### src/rtl/rmt_ingress_arbiter.sv
// Frame-level round-robin arbiter: one ingress port per frame, grant held until tlast, tagged with tid.
// Latency: 1 cycle arbitration bubble per frame; 1 cycle from ingress transfer to m_axis_tvalid.
// Backpressure: 2-entry registered skid buffer; s_axis_tready depends only on buffer occupancy.
module rmt_ingress_arbiter #(
    parameter int PORT_COUNT = 4,
    parameter int DATA_WIDTH = 64,
    parameter int KEEP_WIDTH = DATA_WIDTH / 8,
    parameter int USER_WIDTH = 8,
    parameter int ID_WIDTH   = (PORT_COUNT > 1) ? $clog2(PORT_COUNT) : 1,
    parameter int CNT_WIDTH  = 32
) (
    input  logic                             clk,
    input  logic                             rst_n,
    input  logic [PORT_COUNT*DATA_WIDTH-1:0] s_axis_tdata,
    input  logic [PORT_COUNT*KEEP_WIDTH-1:0] s_axis_tkeep,
    input  logic [PORT_COUNT-1:0]            s_axis_tvalid,
    output logic [PORT_COUNT-1:0]            s_axis_tready,
    input  logic [PORT_COUNT-1:0]            s_axis_tlast,
    input  logic [PORT_COUNT*USER_WIDTH-1:0] s_axis_tuser,
    output logic [DATA_WIDTH-1:0]            m_axis_tdata,
    output logic [KEEP_WIDTH-1:0]            m_axis_tkeep,
    output logic                             m_axis_tvalid,
    input  logic                             m_axis_tready,
    output logic                             m_axis_tlast,
    output logic [USER_WIDTH-1:0]            m_axis_tuser,
    output logic [ID_WIDTH-1:0]              m_axis_tid,
    output logic                             grant_valid,
    output logic [ID_WIDTH-1:0]              grant_id,
    output logic [CNT_WIDTH-1:0]             frame_count
);

    localparam int BEAT_W = DATA_WIDTH + KEEP_WIDTH + USER_WIDTH + 1 + ID_WIDTH;

    typedef enum logic {IDLE, XFER} state_t;

    state_t                state, state_nxt;
    logic [ID_WIDTH-1:0]   last_grant;
    logic [ID_WIDTH-1:0]   pick;
    logic [ID_WIDTH-1:0]   idx;
    logic                  found;
    logic                  push, pop, gnt_last;
    logic [BEAT_W-1:0]     in_beat, out_beat, skid_beat;
    logic                  out_vld, skid_vld;

    // First requester scanning upward from the port after the last winner.
    always_comb begin
        pick  = last_grant;
        found = 1'b0;
        idx   = '0;
        for (int k = 1; k <= PORT_COUNT; k++) begin
            idx = ID_WIDTH'((int'(last_grant) + k) % PORT_COUNT);
            if (!found && s_axis_tvalid[idx]) begin
                pick  = idx;
                found = 1'b1;
            end
        end
    end

    always_comb begin
        s_axis_tready = '0;
        if (state == XFER && !skid_vld)
            s_axis_tready[grant_id] = 1'b1;
    end

    assign push     = (state == XFER) && !skid_vld && s_axis_tvalid[grant_id];
    assign gnt_last = s_axis_tlast[grant_id];
    assign pop      = out_vld && m_axis_tready;
    assign in_beat  = {s_axis_tdata[grant_id*DATA_WIDTH +: DATA_WIDTH],
                       s_axis_tkeep[grant_id*KEEP_WIDTH +: KEEP_WIDTH],
                       s_axis_tuser[grant_id*USER_WIDTH +: USER_WIDTH],
                       gnt_last, grant_id};

    always_comb begin
        state_nxt = state;
        case (state)
            IDLE:    if (found) state_nxt = XFER;
            XFER:    if (push && gnt_last) state_nxt = IDLE;
            default: state_nxt = IDLE;
        endcase
    end

    always_ff @(posedge clk or negedge rst_n) begin
        if (!rst_n) begin
            state       <= IDLE;
            grant_valid <= 1'b0;
            grant_id    <= '0;
            last_grant  <= ID_WIDTH'(PORT_COUNT - 1);
            frame_count <= '0;
        end else begin
            state       <= state_nxt;
            grant_valid <= (state_nxt == XFER);
            if (state == IDLE && found)
                grant_id <= pick;
            if (push && gnt_last) begin
                last_grant  <= grant_id;
                frame_count <= frame_count + CNT_WIDTH'(1);
            end
        end
    end

    // Output register refills from the skid entry first so beat order is kept.
    always_ff @(posedge clk or negedge rst_n) begin
        if (!rst_n) begin
            out_vld   <= 1'b0;
            out_beat  <= '0;
            skid_vld  <= 1'b0;
            skid_beat <= '0;
        end else if (!out_vld || pop) begin
            if (skid_vld) begin
                out_beat <= skid_beat;
                out_vld  <= 1'b1;
                skid_vld <= 1'b0;
            end else begin
                out_vld <= push;
                if (push)
                    out_beat <= in_beat;
            end
        end else if (push) begin
            skid_beat <= in_beat;
            skid_vld  <= 1'b1;
        end
    end

    assign m_axis_tvalid = out_vld;
    assign {m_axis_tdata, m_axis_tkeep, m_axis_tuser, m_axis_tlast, m_axis_tid} = out_beat;

endmodule
### config.mk
export PLATFORM = sky130hd
export DESIGN_NAME = rmt_ingress_arbiter
export DESIGN_NICKNAME = d
export VERILOG_FILES = /design/src/rtl/rmt_ingress_arbiter.sv
export SDC_FILE = /design/constraint.sdc
export NUM_CORES = 1
export LEC_CHECK = 0
export BUFFER_PORTS_ARGS = -buffer_cell sky130_fd_sc_hd__clkbuf_2
export CAP_MARGIN = 20
export CORE_MARGIN = 1
export CORE_UTILIZATION = 32
export CTS_CLUSTER_SIZE = 16
export DETAILED_ROUTE_END_ITERATION = 12
export HOLD_SLACK_MARGIN = 0.05
export PLACE_DENSITY = 0.55
export SLEW_MARGIN = 10
export SYNTH_ARGS = -nofsm -noshare
export SYNTH_HDL_FRONTEND = slang
export SYNTH_SLANG_ARGS = --single-unit
### constraint.sdc
create_clock -name clk -period 2.35 [get_ports clk]
set_input_delay 0.1175 -clock clk [delete_from_list [all_inputs] [get_ports clk]]
set_output_delay 0.1175 -clock clk [all_outputs]
set_load 0.05 [all_outputs]
-- After elaboration in Yosys (flattened, before gate mapping)
Cells that the tools add are included.
- bits in registers: 205
- bits in latches: 0
- bits in writable memories: 0
- memory bits (read-only): 0
- bits of input ports: 331
- logic and storage cells: 74
- memories: 0
- add/subtract/negate cells: 5
- multipliers: 0
- divide/modulo/power cells: 0
- $lt $le $gt $ge: 6
- equality and inequality tests: 0
- shift operators: 3
- multiplexer cells: 31
- bitwise logic cells: 2
- reductions and logical operators: 19
- operator list (cell ; count):
    256-bit by 9-bit variable part select with 64-bit output ; 1
    83-bit two-way mux ; 2
    32-bit by 6-bit variable part select with 8-bit output ; 2
    32-bit by 1-bit adder with 32-bit output (second input constant) ; 1
    1-bit two-way mux ; 16
    2-bit by 3-bit less-than comparator with 1-bit output (second input constant) ; 5
    1-bit binary-select mux with 2-bit select ; 6
    1-bit logical AND ; 9
    2-bit two-way mux ; 4
    1-bit logical NOT ; 5
    2-bit by 1-bit adder with 2-bit output (second input constant) ; 2
    2-bit adder (second input constant) ; 2
    4-bit two-way mux ; 1
    2-bit AND reduction ; 2
    2-bit nonzero test ; 2
    1-bit demux with 2-bit select ; 1
    2-bit by 1-bit greater-or-equal comparator with 1-bit output (second input constant) ; 1
    1-bit inverter ; 2
    1-bit case mux with 2 select lines ; 1
    1-bit logical OR ; 1

-- Longest topological paths before layout
Gate-level depths: netlist (run 1).
- depth in word-level cells: 15
- gate-level depth with buffers: 7
- mapped depth without buffers: 4

-- Worst setup path before layout (run 1)
Ideal clock, no wire load.
- path type: reg-to-output
- start: reg grant_id[1]
- end: out s_axis_tready[0]
- arrival time: 2.437 ns
- setup slack: -0.205 ns
- stages on the path, launching flop included: 5
- buffers on the path: 3
- cell sequence: dfrtp_1 > buf_2 > buf_2 > clkbuf_1 > nor4_1
- cells in the longest elaborated chain, start to end: 5
- elaborated cells between the ends (all ways): 6
- RTL lines (what ; RTL line ; RTL):
    start, declared ; 28 ; output logic [ID_WIDTH-1:0] grant_id,
    start signal, assigned ; 93 ; grant_id <= pick;
    2-bit by 3-bit less-than comparator with 1-bit output (not written as such) or 2-bit by 1-bit greater-or-equal comparator with 1-bit output (tied branches) ; 62 ; s_axis_tready[grant_id] = 1'b1;
    1-bit logical AND (not written as such) ; 62 ;
    1-bit two-way mux (not written as such) ; 62 ;
    1-bit demux with 2-bit select (*) ; 62 ;
    4-bit two-way mux (*) ; 61 ; if (state == XFER && !skid_vld)
    end, declared ; 17 ; output logic [PORT_COUNT-1:0] s_axis_tready,
Mark *: on every way between the ends. The rest lies on a longest branch, timed or not.

-- Worst setup path after layout (run 1)
- start: reg grant_id[0]
- end: reg skid_beat[18]
- cells in the longest elaborated chain, start to end: 4
- elaborated cells between the ends (all ways): 5
- RTL lines (what ; RTL line ; RTL):
    branches (longest 4 deep; another with 32-bit by 6-bit variable part select with 8-bit output) ; - ;
    end signal, assigned ; 119 ; skid_beat <= in_beat;
    end, declared ; 42 ; logic [BEAT_W-1:0] in_beat, out_beat, skid_beat;
Parallel ways; which one is timed is not known. The select of a mux whose other input is x is not followed.
A chain may end at the register's enable or synchronous reset.

==> results by group, run 1 <==
Logic synthesis
  – Register area share after synthesis: about 46%
  – Post-synth top area cell: dfrtp_1
  – Synthesized Nets: 1059
  – FF+latch count, synth: slightly above 200
  – Average size of a mapped cell: between 15 and 20 µm²
  – Ys Warns: 0
  – Mapped Area: between 10000 and 15000 µm²
  – Synth unique cells: 36
  – Yosys top cell area share: 45.2%
  – Cells after Synth: 727
  – Top cells by area, synth: dfrtp_1 45%, mux2_2 18%, mux4_2 16%, mux2_4 9.4%, xor2_1 1.2%

Flow run
  – Max-cap violations: 0

Power and ir drop
  – Clock power share: between 10% and 20%
  – Switching part of the total power: between 40% and 50%
  – P_leak: 7.34 nW
  – Int Pwr: 13.8 mW
  – Worst-case vdd ir drop: roughly 0.9 mV
  – Switching power: just over 9 mW
  – Pwr Total: 23.0 mW
  – Sequential power share: a little over a quarter
  – Combinational group share of total power: between 50% and 60%
  – Cell Pwr Density: between 1000 and 1500 nW/µm²

Floorplan
  – Row Count: between 60 and 70
  – DIE HEIGHT: 189 µm
  – Core box area: roughly 35000 µm²
  – DIE AREA: 35800 µm²
  – Die width: around 190 µm
  – IO Count: around 450
  – Starting Density: roughly a third

Global route
  – Overall Global Routing Usage: between 10% and 20%
  – Wire length of the first global-routing pass: ~49000 µm
  – Total gr overflow: 0
  – Initial antenna violation count: 1
  – Largest net degree at the start of global routing: 68
  – Vias in the first global route: around 8.7k

STA
  – RSZ-0062 raised after global routing: false
  – Rel. slew slack: between 60% and 70%
  – Clk_skew: around 0.024 ns
  – Worst Hold Slack: between 0.07 and 0.08 ns
  – Setup TNS: 0 ns
  – Max Slew Vio Count: 0
  – Period utilisation layout: approximately 96%
  – Max Fclk: between 400 and 500 MHz
  – Tightest Pin Transition: between 0.5 and 0.6 ns
  – Final Hold Viols: 0
  – Count of final setup violators: 0
  – Minimum clock period: roughly 2.2 ns

Critical path
  – Top delay family on crit path: multiplexers
  – Cell at the slowest stage of the critical path: dlygate4sd3_1
  – Reg2Reg Setup Slack: about 0.10 ns
  – Kind of end point of the critical path: flop
  – WP data arrival: 2.64 ns
  – WP data required: 2.74 ns
  – Crit path max fanout: 19
  – Crit path launch type: flop
  – FF-to-FF End: skid_beat[18]$_DFFE_PN0P_
  – Crit path launch: grant_id[0]$_DFFE_PN0P_
  – CP Class: flop to flop
  – Critical path depth: 4
  – Worst Setup EP: skid_beat[18]$_DFFE_PN0P_
  – Critical path buffers and inverters: 2
  – R2R depth: 4
  – Reg2reg start: grant_id[0]$_DFFE_PN0P_
  – Critical path, cell by cell: buf_16 > mux4_2 > dlygate4sd3_1 > mux2_2
  – Largest stage delay on the critical path: ~0.57 ns

Placed design
  – Post-DP HPWL: approximately 23000 µm
  – GP Congestion: between 0.8 and 0.9
  – Post-placement cell count: 1610
  – Port Buffer Count: 453

Route
  – Remaining antenna violation count: 0
  – First-pass DRT Iterations: 4
  – DR vias: about 8.3k
  – DRC violations left: 0
  – Initial DRC Count: approximately 240
  – Final wirelength: between 30000 and 40000 µm
  – Avg WL per Cell: roughly 19 µm
  – Avg Vias per Cell: 4.87

Hold path
  – Hold Path Class: primary input to flop

Clock network
  – CTS Buf Count: 24
  – Root buffer cell: clkbuf_16
  – Total clock sinks: between 200 and 250
  – Clk_lat worst skew: 0.52 ns
  – CTS max path bufs: 3
  – # H-tree levels: 1
  – CTS tree: yes
  – Clock transition at the registers of the reported paths: about 0.060 ns
  – Post-CTS setup buffer count: 0

Layout
  – P&R area growth vs syn: 38.4%
  – Share of layout cells above drive strength 1: between 60% and 70%
  – # nets final: 1567
  – Final Util: a little under half
  – Final cell count without fillers: 1709
  – Fill cell count: roughly 3.2k

Outcome
  – Status: completed
tightest hold or removal path, stage by stage:
cell and delay (ns):
clkbuf_2 0.08, mux4_2 0.23, mux2_2 0.14
cells in the mapped netlist (all sizes together):
cell,instances
a22oi,1
a21oi,2
and2,2
o21ai,2
nor3,9
a21boi,1
ha,1
xor2,16
mux2i,2
nor2,9
o221ai,1
nand2b,1
nand3,17
clkbuf,21
and3,5
or4,2
mux2,252
and3b,1
dfstp,2
nand4,9
xnor2,15
nand2,13
nand3b,1
o31ai,1
mux4,82
inv,7
and4,4
buf,33
nor2b,2
dfrtp,203
nor4,10
routing by layer:
metal,share of wire [%],track usage (%),vias up
li1,-,-,3806
met1,43,22.2,4194
met2,49,29.9,275
met3,5.5,3.13,44
met4,2.7,4.99,0
met5,0,0,-
cell families after synthesis:
| logic type | share of synthesized area [%] |
|---|---|
| simple gates | 4.10 |
| fa+ha+maj | 0.111 |
| flops | 45.7 |
| xor+xnor | 2.42 |
| compound gates | 0.490 |
| buf+inv | 2.94 |
| mux | 44.2 |
worst min-delay path by stage:
| stage | start | to | slack, ns | cells after the start |
|---|---|---|---|---|
| global route | s_axis_tuser[19] | skid_beat[6]$_DFFE_PN0P_ | 0.07 | 3 |
| detailed placement | rst_n | out_beat[22]$_DFFE_PN0P_ | 0.14 | 1 |
| CTS | s_axis_tuser[9] | skid_beat[4]$_DFFE_PN0P_ | 0.05 | 3 |
| finish | s_axis_tdata[55] | skid_beat[74]$_DFFE_PN0P_ | 0.08 | 3 |
| global placement | rst_n | out_beat[19]$_DFFE_PN0P_ | 0.14 | 1 |
| floorplan | rst_n | frame_count[0]$_DFFE_PN0N_ | -0.18 | 0 |
area by class of cell:
type | instances | area, µm² | share of cell area (%)
Multi-Input combinational cell | 461 | 5790 | 37.3
Antenna cell | 1 | 2.50 | 0.0161
Sequential cell | 205 | 5140 | 33.1
Timing Repair Buffer | 536 | 3220 | 20.7
Clock buffer | 41 | 726 | 4.67
Tap cell | 455 | 569 | 3.66
Clock inverter | 3 | 65.1 | 0.419
Inverter | 7 | 26.3 | 0.169
state kept, by name (all words and copies together), names as in the netlist:
signal,flops
state,1
grant_id,2
skid_vld,1
skid_beat,83
out_beat,83
last_grant,2
frame_count,32
m_axis_tvalid,1
timing repair:
| item | 4_1_cts | 5_1_grt |
|---|---|---|
| hold buffers | 53 | 0 |
| endpoints found under the hold margin | 123 | 0 |
| endpoints found under the setup margin | 0 | 2 |
| gates resized for setup | 0 | 1 |
placed cells by master (no fill, tap or decap), types with 7 or more instances in the layout:
| cell type | instances |
|---|---|
| clkbuf_1 | 12 |
| clkbuf_2 | 452 |
| xnor2_1 | 15 |
| mux2_4 | 70 |
| nor4_1 | 9 |
| dlygate4sd3_1 | 53 |
| inv_1 | 7 |
| xor2_1 | 16 |
| mux4_2 | 82 |
| buf_4 | 16 |
| nand3_1 | 16 |
| nand4_1 | 9 |
| mux2_2 | 182 |
| nand2_1 | 13 |
| clkbuf_16 | 26 |
| nor3_1 | 9 |
| buf_12 | 12 |
| nor2_1 | 8 |
| dfrtp_1 | 200 |
through the flow:
stage / setup slack, ns / area [µm²]
after floorplan: 0.252 / 11200
after global placement: 0.231 / 14200
after detailed placement: 0.199 / 14200
after CTS: 0.0335 / 15500
after global routing: 0.0392 / 15500
final: 0.104 / 15500
power by group through the flow:
stage          logic [mW]  clock network (mW)  registers [mW]
4_1_cts              13.3                3.89            6.11
3_3_place_gp         13.0                   0            6.11
2_1_floorplan        7.51                   0            8.67
3_5_place_dp         13.2                   0            6.15
5_1_grt              14.0                4.00            6.32
6_report             13.2                3.73            6.13
No activity file was read; power rests on OpenSTA's default activity.
==> run 2: changes to the inputs <==
--- a/config.mk
+++ b/config.mk
@@ -5,14 +5,17 @@
 export SDC_FILE = /design/constraint.sdc
 export NUM_CORES = 1
 export LEC_CHECK = 0
+export ABC_AREA = 1
 export BUFFER_PORTS_ARGS = -buffer_cell sky130_fd_sc_hd__clkbuf_2
 export CAP_MARGIN = 20
+export CELL_PAD_IN_SITES_DETAIL_PLACEMENT = 1
+export CELL_PAD_IN_SITES_GLOBAL_PLACEMENT = 2
 export CORE_MARGIN = 1
-export CORE_UTILIZATION = 32
+export CORE_UTILIZATION = 26
 export CTS_CLUSTER_SIZE = 16
 export DETAILED_ROUTE_END_ITERATION = 12
 export HOLD_SLACK_MARGIN = 0.05
-export PLACE_DENSITY = 0.55
+export PLACE_DENSITY = 0.79
 export SLEW_MARGIN = 10
 export SYNTH_ARGS = -nofsm -noshare
 export SYNTH_HDL_FRONTEND = slang
==> run 2 against run 1 <==
Effect of this change: via count increased by 66%; largest cell class unchanged; worst hold slack got worse by 0.017 ns; critical path depth increased by 5; largest power group unchanged; utilization decreased by 3.3 points; global-route usage increased by 5.6 points; flip-flop and latch count unchanged; critical endpoint is now skid_beat[23]$_DFFE_PN0P_; clock skew decreased by 0.0070 ns; setup slack got worse by 0.0053 ns.
==> results by group, run 2 <==
Logic synthesis
  – Most numerous cell in the Yosys netlist: nand2_1 (was dfrtp_1)
  – Post-Synth XOR/XNOR Area: 0.920% (was 2.42%)
  – Register area share after synthesis: 44.9% (was 45.7%)
  – Post-synth top area cell: dfrtp_1 (unchanged)
  – Yosys top cell area share: 44.5% (was 45.2%)
  – Ys Warns: 0 (unchanged)
  – FF+latch count, synth: 205 (unchanged)
  – Cells after Synth: 1607 (was 727)
  – Largest family of logic cells by synthesized area: simple AND/OR/NAND/NOR gates (was multiplexers)
  – Top_reg_cell synth: dfrtp_1 (unchanged)
  – Asr flop ratio synth: 100% (unchanged)
  – Synth Area in Simple Gates: 34.3% (was 4.10%)
  – Number of synthesized flops with an enable pin: 0 (unchanged)
  – Post-synthesis mux area share: 1.84% (was 44.2%)
  – Average size of a mapped cell: 7.11 µm² (was 15.4 µm²)
  – Mapped Area: 11400 µm² (was 11200 µm²)
  – Synth unique cells: 28 (was 36)
  – Top post-synthesis cells by count: 855 x nand2_1, 203 x dfrtp_1, 92 x a22oi_1 (was 203 x dfrtp_1, 182 x mux2_2, 82 x mux4_2)
  – Top cells by area, synth: dfrtp_1 44%, nand2_1 28%, a22oi_1 6.0%, o21ai_0 3.7%, inv_1 2.1% (was dfrtp_1 45%, mux2_2 18%, mux4_2 16%, mux2_4 9.4%, xor2_1 1.2%)
  – Synthesized Nets: 1939 (was 1059)
  – Synth Area in Adders: 0.110% (was 0.111%)
  – Area fraction in compound gates after synthesis: 11.8% (was 0.490%)

STA
  – Worst Hold Slack: 0.0625 ns (was 0.0794 ns)
  – Clk_skew: 0.0169 ns (was 0.0240 ns)
  – Period utilisation layout: 95.8% (was 95.6%)
  – Max Slew Vio Count: 0 (unchanged)
  – Setup TNS: 0 ns (unchanged)
  – Max Fclk: 444 MHz (was 445 MHz)
  – Tightest Pin Transition: 0.695 ns (was 0.535 ns)
  – Final Hold Viols: 0 (unchanged)
  – Rel. slew slack: 53.7% (was 64.3%)
  – RSZ-0062 raised after global routing: true (was false)
  – Minimum clock period: 2.25 ns (about the same)
  – Count of final setup violators: 0 (unchanged)

Power and ir drop
  – Worst-case vdd ir drop: 0.716 mV (was 0.901 mV)
  – P_leak: 9.30 nW (was 7.34 nW)
  – Sequential power share: 24.7% (was 26.6%)
  – Clock power share: 17.3% (was 16.2%)
  – Combinational group share of total power: 58.0% (was 57.2%)
  – Switching part of the total power: 49.9% (was 40.2%)
  – Int Pwr: 11.8 mW (was 13.8 mW)
  – Switching power: 11.7 mW (was 9.27 mW)
  – Cell Pwr Density: 1300 nW/µm² (was 1480 nW/µm²)

Critical path
  – Critical path, cell by cell: inv_2 > nor2_4 > buf_12 > clkbuf_16 > a22oi_1 > nand2_1 > dlygate4sd3_1 > nand2_1 > o21ai_0 (was buf_16 > mux4_2 > dlygate4sd3_1 > mux2_2)
  – FF-to-FF End: skid_beat[23]$_DFFE_PN0P_ (was skid_beat[18]$_DFFE_PN0P_)
  – Reg2reg start: grant_id[0]$_DFFE_PN0P_ (unchanged)
  – Worst path most repeated cell: nand2_1
  – WP data arrival: 2.72 ns (was 2.64 ns)
  – Largest stage delay on the critical path: 0.59 ns (was 0.57 ns)
  – Crit path max fanout: 35 (was 19)
  – Crit path launch: grant_id[0]$_DFFE_PN0P_ (unchanged)
  – Reg2Reg Setup Slack: 0.1 ns (was 0.10 ns)
  – Cell at the slowest stage of the critical path: dlygate4sd3_1 (unchanged)
  – Kind of end point of the critical path: flop (unchanged)
  – Crit path launch type: flop (unchanged)
  – Worst Setup EP: skid_beat[23]$_DFFE_PN0P_ (was skid_beat[18]$_DFFE_PN0P_)
  – R2R depth: 9 (was 4)
  – CP Class: flop to flop (unchanged)
  – WP data required: 2.82 ns (was 2.74 ns)

Global route
  – Overall Global Routing Usage: 23.0% (was 17.4%)
  – M2 GR Usage: 40.0% (was 29.9%)
  – Largest net degree at the start of global routing: 81 (was 68)
  – Most Crowded Layer GR: met2 (unchanged)
  – Met1 Track Usage GR: 27.0% (was 22.2%)
  – Met3 Track Usage GR: 4.88% (was 3.13%)
  – Vias in the first global route: 14.9k (was 8654)
  – Total gr overflow: 0 (unchanged)
  – Initial antenna violation count: 4 (was 1)
  – Wire length of the first global-routing pass: 81200 µm (was 48800 µm)

Clock network
  – CTS tree: yes (unchanged)
  – Clock transition at the registers of the reported paths: 0.06 ns (about the same)
  – CTS max path bufs: 3 (unchanged)
  – CTS Buf Count: 26 (was 24)
  – # H-tree levels: 1 (unchanged)
  – Root buffer cell: clkbuf_16 (unchanged)
  – Clk_lat worst skew: 0.55 ns (was 0.52 ns)
  – Total clock sinks: 205 (unchanged)

Floorplan
  – IO Count: 454 (unchanged)
  – DIE HEIGHT: 212 µm (was 189 µm)
  – Row Count: 76 (was 68)
  – Starting Density: 26.5% (was 32.5%)
  – DIE AREA: 44800 µm² (was 35800 µm²)
  – Die width: 212 µm (was 189 µm)
  – Core box area: 43200 µm² (was 34500 µm²)

Route
  – Avg WL per Cell: 18.5 µm (about the same)
  – Initial DRC Count: 605 (was 241)
  – Final wirelength: 53700 µm (was 31700 µm)
  – First-pass DRT Iterations: 5 (was 4)
  – Avg Vias per Cell: 4.77 (was 4.87)
  – DR vias: 13.8k (was 8319)
  – DRC violations left: 0 (unchanged)
  – Remaining antenna violation count: 0 (unchanged)

Layout
  – Fill cell count: 5495 (was 3207)
  – Most frequent cells in the layout: 850 x nand2_1, 452 x clkbuf_2, 256 x dlygate4sd3_1 (was 452 x clkbuf_2, 200 x dfrtp_1, 182 x mux2_2)
  – Most common cell after layout, fill and taps aside: nand2_1 (was clkbuf_2)
  – # nets final: 2620 (was 1567)
  – Share of layout cells above drive strength 1: 24.4% (was 68.5%)
  – Top flop regs: out_beat: 83 flops, skid_beat: 83 flops, frame_count: 32 flops (unchanged)
  – Final Util: 41.7% (was 45.0%)
  – P&R area growth vs syn: 57.5% (was 38.4%)
  – Final cell count without fillers: 2898 (was 1709)

Placed design
  – GP Congestion: 0.809 (was 0.823)
  – Post-placement cell count: 2580 (was 1610)
  – Port Buffer Count: 453 (unchanged)
  – Post-DP HPWL: 33800 µm (was 23100 µm)

Outcome
  – Status: completed (unchanged)

Flow run
  – Max-cap violations: 0 (unchanged)

Hold path
  – Hold Path Class: primary input to flop (unchanged)
[run 2: cell count changes after synthesis, moves of 29 or more]
cell,delta
a22oi_1,+91
clkbuf_1,+33
inv_1,+57
mux2_2,-182
mux2_4,-70
mux4_2,-82
nand2_1,+842
nand4_1,+29
nor2_1,+40
o21ai_0,+82
o21ai_1,+41
[run 2: power by group through the flow]
| stage | Sequential [mW] | Combinational [mW] | Clock, mW |
|---|---|---|---|
| floorplan | 8.02 | 5.98 | 0 |
| global placement | 5.78 | 11.8 | 0 |
| detailed placement | 5.84 | 12.0 | 0 |
| CTS | 5.79 | 13.3 | 4.19 |
| global route | 5.95 | 14.9 | 4.32 |
| finish | 5.79 | 13.6 | 4.05 |
[run 2: how the worst min path moves through the flow]
stage / start / end / slack [ns] / cells after the start
2_1_floorplan: rst_n / frame_count[0]$_DFFE_PN0N_ / -0.18 / 0
3_3_place_gp: rst_n / out_beat[71]$_DFFE_PN0P_ / 0.13 / 1
3_5_place_dp: rst_n / out_beat[71]$_DFFE_PN0P_ / 0.14 / 1
4_1_cts: s_axis_tdata[253] / out_beat[80]$_DFFE_PN0P_ / 0.05 / 7
5_1_grt: s_axis_tdata[136] / out_beat[27]$_DFFE_PN0P_ / 0.06 / 5
6_report: s_axis_tkeep[4] / out_beat[15]$_DFFE_PN0P_ / 0.06 / 5
[run 2: per-layer routing]
metal  share of wire [%]  wire length [µm]  vias to the layer above
met1                  40             21600                     6656
met2                  49             26200                      464
met5                   0                 0                        -
met4                 4.7              2550                        0
li1                    -                 -                     6535
met3                 6.1              3300                      156
[run 2: through the flow]
stage,cell area [µm²],total power [mW],setup WS [ns]
2_1_floorplan,11400,14.0,0.147
3_3_place_gp,14400,17.6,0.434
3_5_place_dp,14400,17.9,0.326
4_1_cts,17800,23.3,0.000793
5_1_grt,18000,25.2,-0.00859
6_report,18000,23.4,0.0987
[run 2: area by class of cell]
type / count / area, µm² / area share (%)
Inverter: 68 / 262 / 1.45
Tap cell: 585 / 732 / 4.07
Multi-Input combinational cell: 1239 / 5630 / 31.3
Timing Repair Buffer: 748 / 5350 / 29.8
Clock buffer: 34 / 731 / 4.06
Antenna cell: 5 / 12.5 / 0.0695
Sequential cell: 205 / 5140 / 28.6
Clock inverter: 14 / 140 / 0.779
[run 2: what timing repair did]
| action | in CTS | in global routing |
|---|---|---|
| buffers inserted | 0 | 7 |
| endpoints found under the setup margin | 0 | 59 |
| hold buffers | 257 | 0 |
| gates resized for setup | 0 | 16 |
| endpoints found under the hold margin | 307 | 0 |
[run 2: cells by family (layout without fill, tap and decap cells)]
logic type | after synthesis | in the layout
other | 0 | 5
xor gates and xnor gates | 12 | 12
AOI/OAI and AO/OA | 221 | 221
muxes | 21 | 21
buffers and inverters | 163 | 864
DFF | 205 | 205
adders and majority gates | 1 | 1
and+or+nand+nor | 984 | 984
[run 2: worst max-delay path, delay by kind of cell (launching register included)]
kind,cells,cell delay [ns]
flip-flops,1,0.48
buffers and inverters,4,1.10
AO/OA/AOI/OAI,2,0.17
AND/OR/NAND/NOR,3,0.41
==> run 3: changes to the inputs <==
==> constraint.sdc (replaced) <==
create_clock -name clk -period 2.4 [get_ports clk]
set_input_delay 0.12 -clock clk [delete_from_list [all_inputs] [get_ports clk]]
set_output_delay 0.12 -clock clk [all_outputs]
set_load 0.05 [all_outputs]
==> run 3 against run 2 <==
Effect of this change: critical path depth fell by 2; first-iteration DRC count rose by 0.17%; via count rose by 0.80%; cell count barely moved; non-clock buffer count rose by 5.
==> results by group, run 3 (synthesis gave the netlist of run 2 again) <==
Outcome
  – Status: completed (unchanged)

Floorplan
  – Core box area: 43200 µm² (unchanged)
  – Row Count: 76 (unchanged)
  – DIE HEIGHT: 212 µm (unchanged)
  – DIE AREA: 44800 µm² (unchanged)
  – Starting Density: 26.5% (unchanged)
  – Die width: 212 µm (unchanged)
  – IO Count: 454 (unchanged)

Global route
  – Total gr overflow: 0 (unchanged)
  – Largest net degree at the start of global routing: 116 (was 81)
  – Overall Global Routing Usage: 23.5% (was 23.0%)
  – Initial antenna violation count: 1 (was 4)
  – Vias in the first global route: 15.1k (was 14.9k)
  – Wire length of the first global-routing pass: 83300 µm (was 81200 µm)

Clock network
  – CTS tree: yes (unchanged)
  – Clock transition at the registers of the reported paths: 0.06 ns (about the same)
  – Clk_lat worst skew: 0.54 ns (was 0.55 ns)
  – CTS Buf Count: 26 (unchanged)
  – Total clock sinks: 205 (unchanged)
  – # H-tree levels: 1 (unchanged)
  – Root buffer cell: clkbuf_16 (unchanged)
  – CTS max path bufs: 3 (unchanged)

Route
  – Final wirelength: 53800 µm (was 53700 µm)
  – First-pass DRT Iterations: 5 (unchanged)
  – Avg WL per Cell: 18.6 µm (was 18.5 µm)
  – DR vias: 13.9k (was 13.8k)
  – DRC violations left: 0 (unchanged)
  – Initial DRC Count: 606 (was 605)
  – Remaining antenna violation count: 0 (unchanged)
  – Avg Vias per Cell: 4.80 (was 4.77)

Flow run
  – Max-cap violations: 0 (unchanged)

Placed design
  – Post-DP HPWL: 33500 µm (was 33800 µm)
  – GP Congestion: 0.834 (was 0.809)
  – Placed cell area: 14300 µm² (was 14400 µm²)
  – Place WS: 0.116 ns (was 0.326 ns)
  – Port Buffer Count: 453 (unchanged)

Critical path
  – CP Class: flop to flop (unchanged)
  – WP data arrival: 2.80 ns (was 2.72 ns)
  – Crit path launch type: flop (unchanged)
  – WP data required: 2.87 ns (was 2.82 ns)
  – Kind of end point of the critical path: flop (unchanged)
  – Crit path max fanout: 41 (was 35)

STA
  – Max Slew Vio Count: 0 (unchanged)
  – Count of final setup violators: 0 (unchanged)
  – Max Fclk: 429 MHz (was 444 MHz)
  – Clk_skew: 0.0153 ns (was 0.0169 ns)
  – Minimum clock period: 2.33 ns (was 2.25 ns)
  – Rel. slew slack: 60.0% (was 53.7%)
  – Setup ws final: 0.0680 ns (was 0.0987 ns)
  – Setup TNS: 0 ns (unchanged)
  – Tightest Pin Transition: 0.599 ns (was 0.695 ns)
  – RSZ-0062 raised after global routing: false (was true)
  – Period utilisation layout: 97.2% (was 95.8%)
  – Final Hold Viols: 0 (unchanged)

Hold path
  – Hold Path Class: primary input to flop (unchanged)

Power and ir drop
  – Worst-case vdd ir drop: 0.720 mV (was 0.716 mV)
  – Cell Pwr Density: 1260 nW/µm² (was 1300 nW/µm²)
  – Pwr Total: 22.7 mW (was 23.4 mW)
  – P_leak: 9.29 nW (was 9.30 nW)

Layout
  – # nets final: 2625 (was 2620)
  – Fill cell count: 5490 (was 5495)
  – Most common cell after layout, fill and taps aside: nand2_1 (unchanged)
  – Final Util: 41.7% (unchanged)
  – P&R area growth vs syn: 57.5% (unchanged)
  – Most frequent cells in the layout: 855 x nand2_1, 452 x clkbuf_2, 273 x dlygate4sd3_1 (was 850 x nand2_1, 452 x clkbuf_2, 256 x dlygate4sd3_1)
  – Top flop regs: out_beat: 83 flops, skid_beat: 83 flops, frame_count: 32 flops (unchanged)
  – Share of layout cells above drive strength 1: 23.3% (was 24.4%)
  – Design area: 18000 µm² (unchanged)
run 3: cell types whose count changed in the layout (fill, tap and decap cells not counted), sizes merged:
| cell | before | now |
|---|---|---|
| clkinv | 10 | 5 |
| buf | 37 | 28 |
| clkbuf | 488 | 490 |
| diode | 5 | 2 |
| bufinv | 2 | 4 |
| dlymetal6s2s | 1 | 0 |
| clkinvlp | 3 | 0 |
| dlygate4sd3 | 256 | 273 |
| inv | 67 | 68 |
run 3: final cells by class:
| cell class | count | area, µm² | share of cell area, % |
|---|---|---|---|
| Clock inverter | 9 | 145 | 0.807 |
| Timing Repair Buffer | 753 | 5350 | 29.7 |
| Multi-Input combinational cell | 1239 | 5600 | 31.1 |
| Antenna cell | 2 | 5.00 | 0.0278 |
| Inverter | 68 | 255 | 1.42 |
| Tap cell | 585 | 732 | 4.07 |
| Clock buffer | 38 | 767 | 4.26 |
| Sequential cell | 205 | 5140 | 28.6 |
run 3: through the flow:
step	cells	hold slack (ns)
after global placement	2576	-0.0684
after detailed placement	2576	-0.0689
after floorplan	1607	-0.176
after global routing	2897	0.0707
after CTS	2896	0.0503
final	2899	0.0665
run 3: final timing paths:
path	startpoint	end	slack [ns]	depth (start not counted)
min in group asynchronous	rst_n	out_beat[80]$_DFFE_PN0P_	0.21	3
worst max register to register	grant_id[0]$_DFFE_PN0P_	skid_beat[71]$_DFFE_PN0P_	0.07	7
worst min-delay path	s_axis_tdata[38]	out_beat[57]$_DFFE_PN0P_	0.07	5
worst max-delay path	grant_id[0]$_DFFE_PN0P_	skid_beat[71]$_DFFE_PN0P_	0.07	7
worst min register to register	skid_beat[40]$_DFFE_PN0P_	skid_beat[40]$_DFFE_PN0P_	0.47	2
max in group asynchronous	rst_n	out_beat[77]$_DFFE_PN0P_	1.50	3
run 3: critical path, cell delays in order (launching register included):
cell and delay (ns):
dfrtp_2 0.48, nor2_4 0.15, buf_4 0.48, a22oi_1 0.22
nand2_1 0.14, dlygate4sd3_1 0.58, nand2_1 0.07, nand2_1 0.10
run 3: routing by layer:
layer / routed length [µm] / GRT usage, % / up-vias
met3: 3010 / 4.27 / 147
met5: 0 / 0 / -
met2: 26300 / 40.7 / 470
met1: 22200 / 28.4 / 6761
met4: 2270 / 10.4 / 0
li1: - / - / 6543
run 3: power by group:
part	internal (mW)	switching (mW)
registers	4.88	0.831
logic	3.91	8.86
clock network	2.63	1.58
total	11.4	11.3
run 3: timing repair:
action	4_1_cts	5_1_grt
endpoints found under the setup margin	0	50
buffers inserted	0	0
hold buffers	273	0
gates resized for setup	0	7
endpoints found under the hold margin	330	0
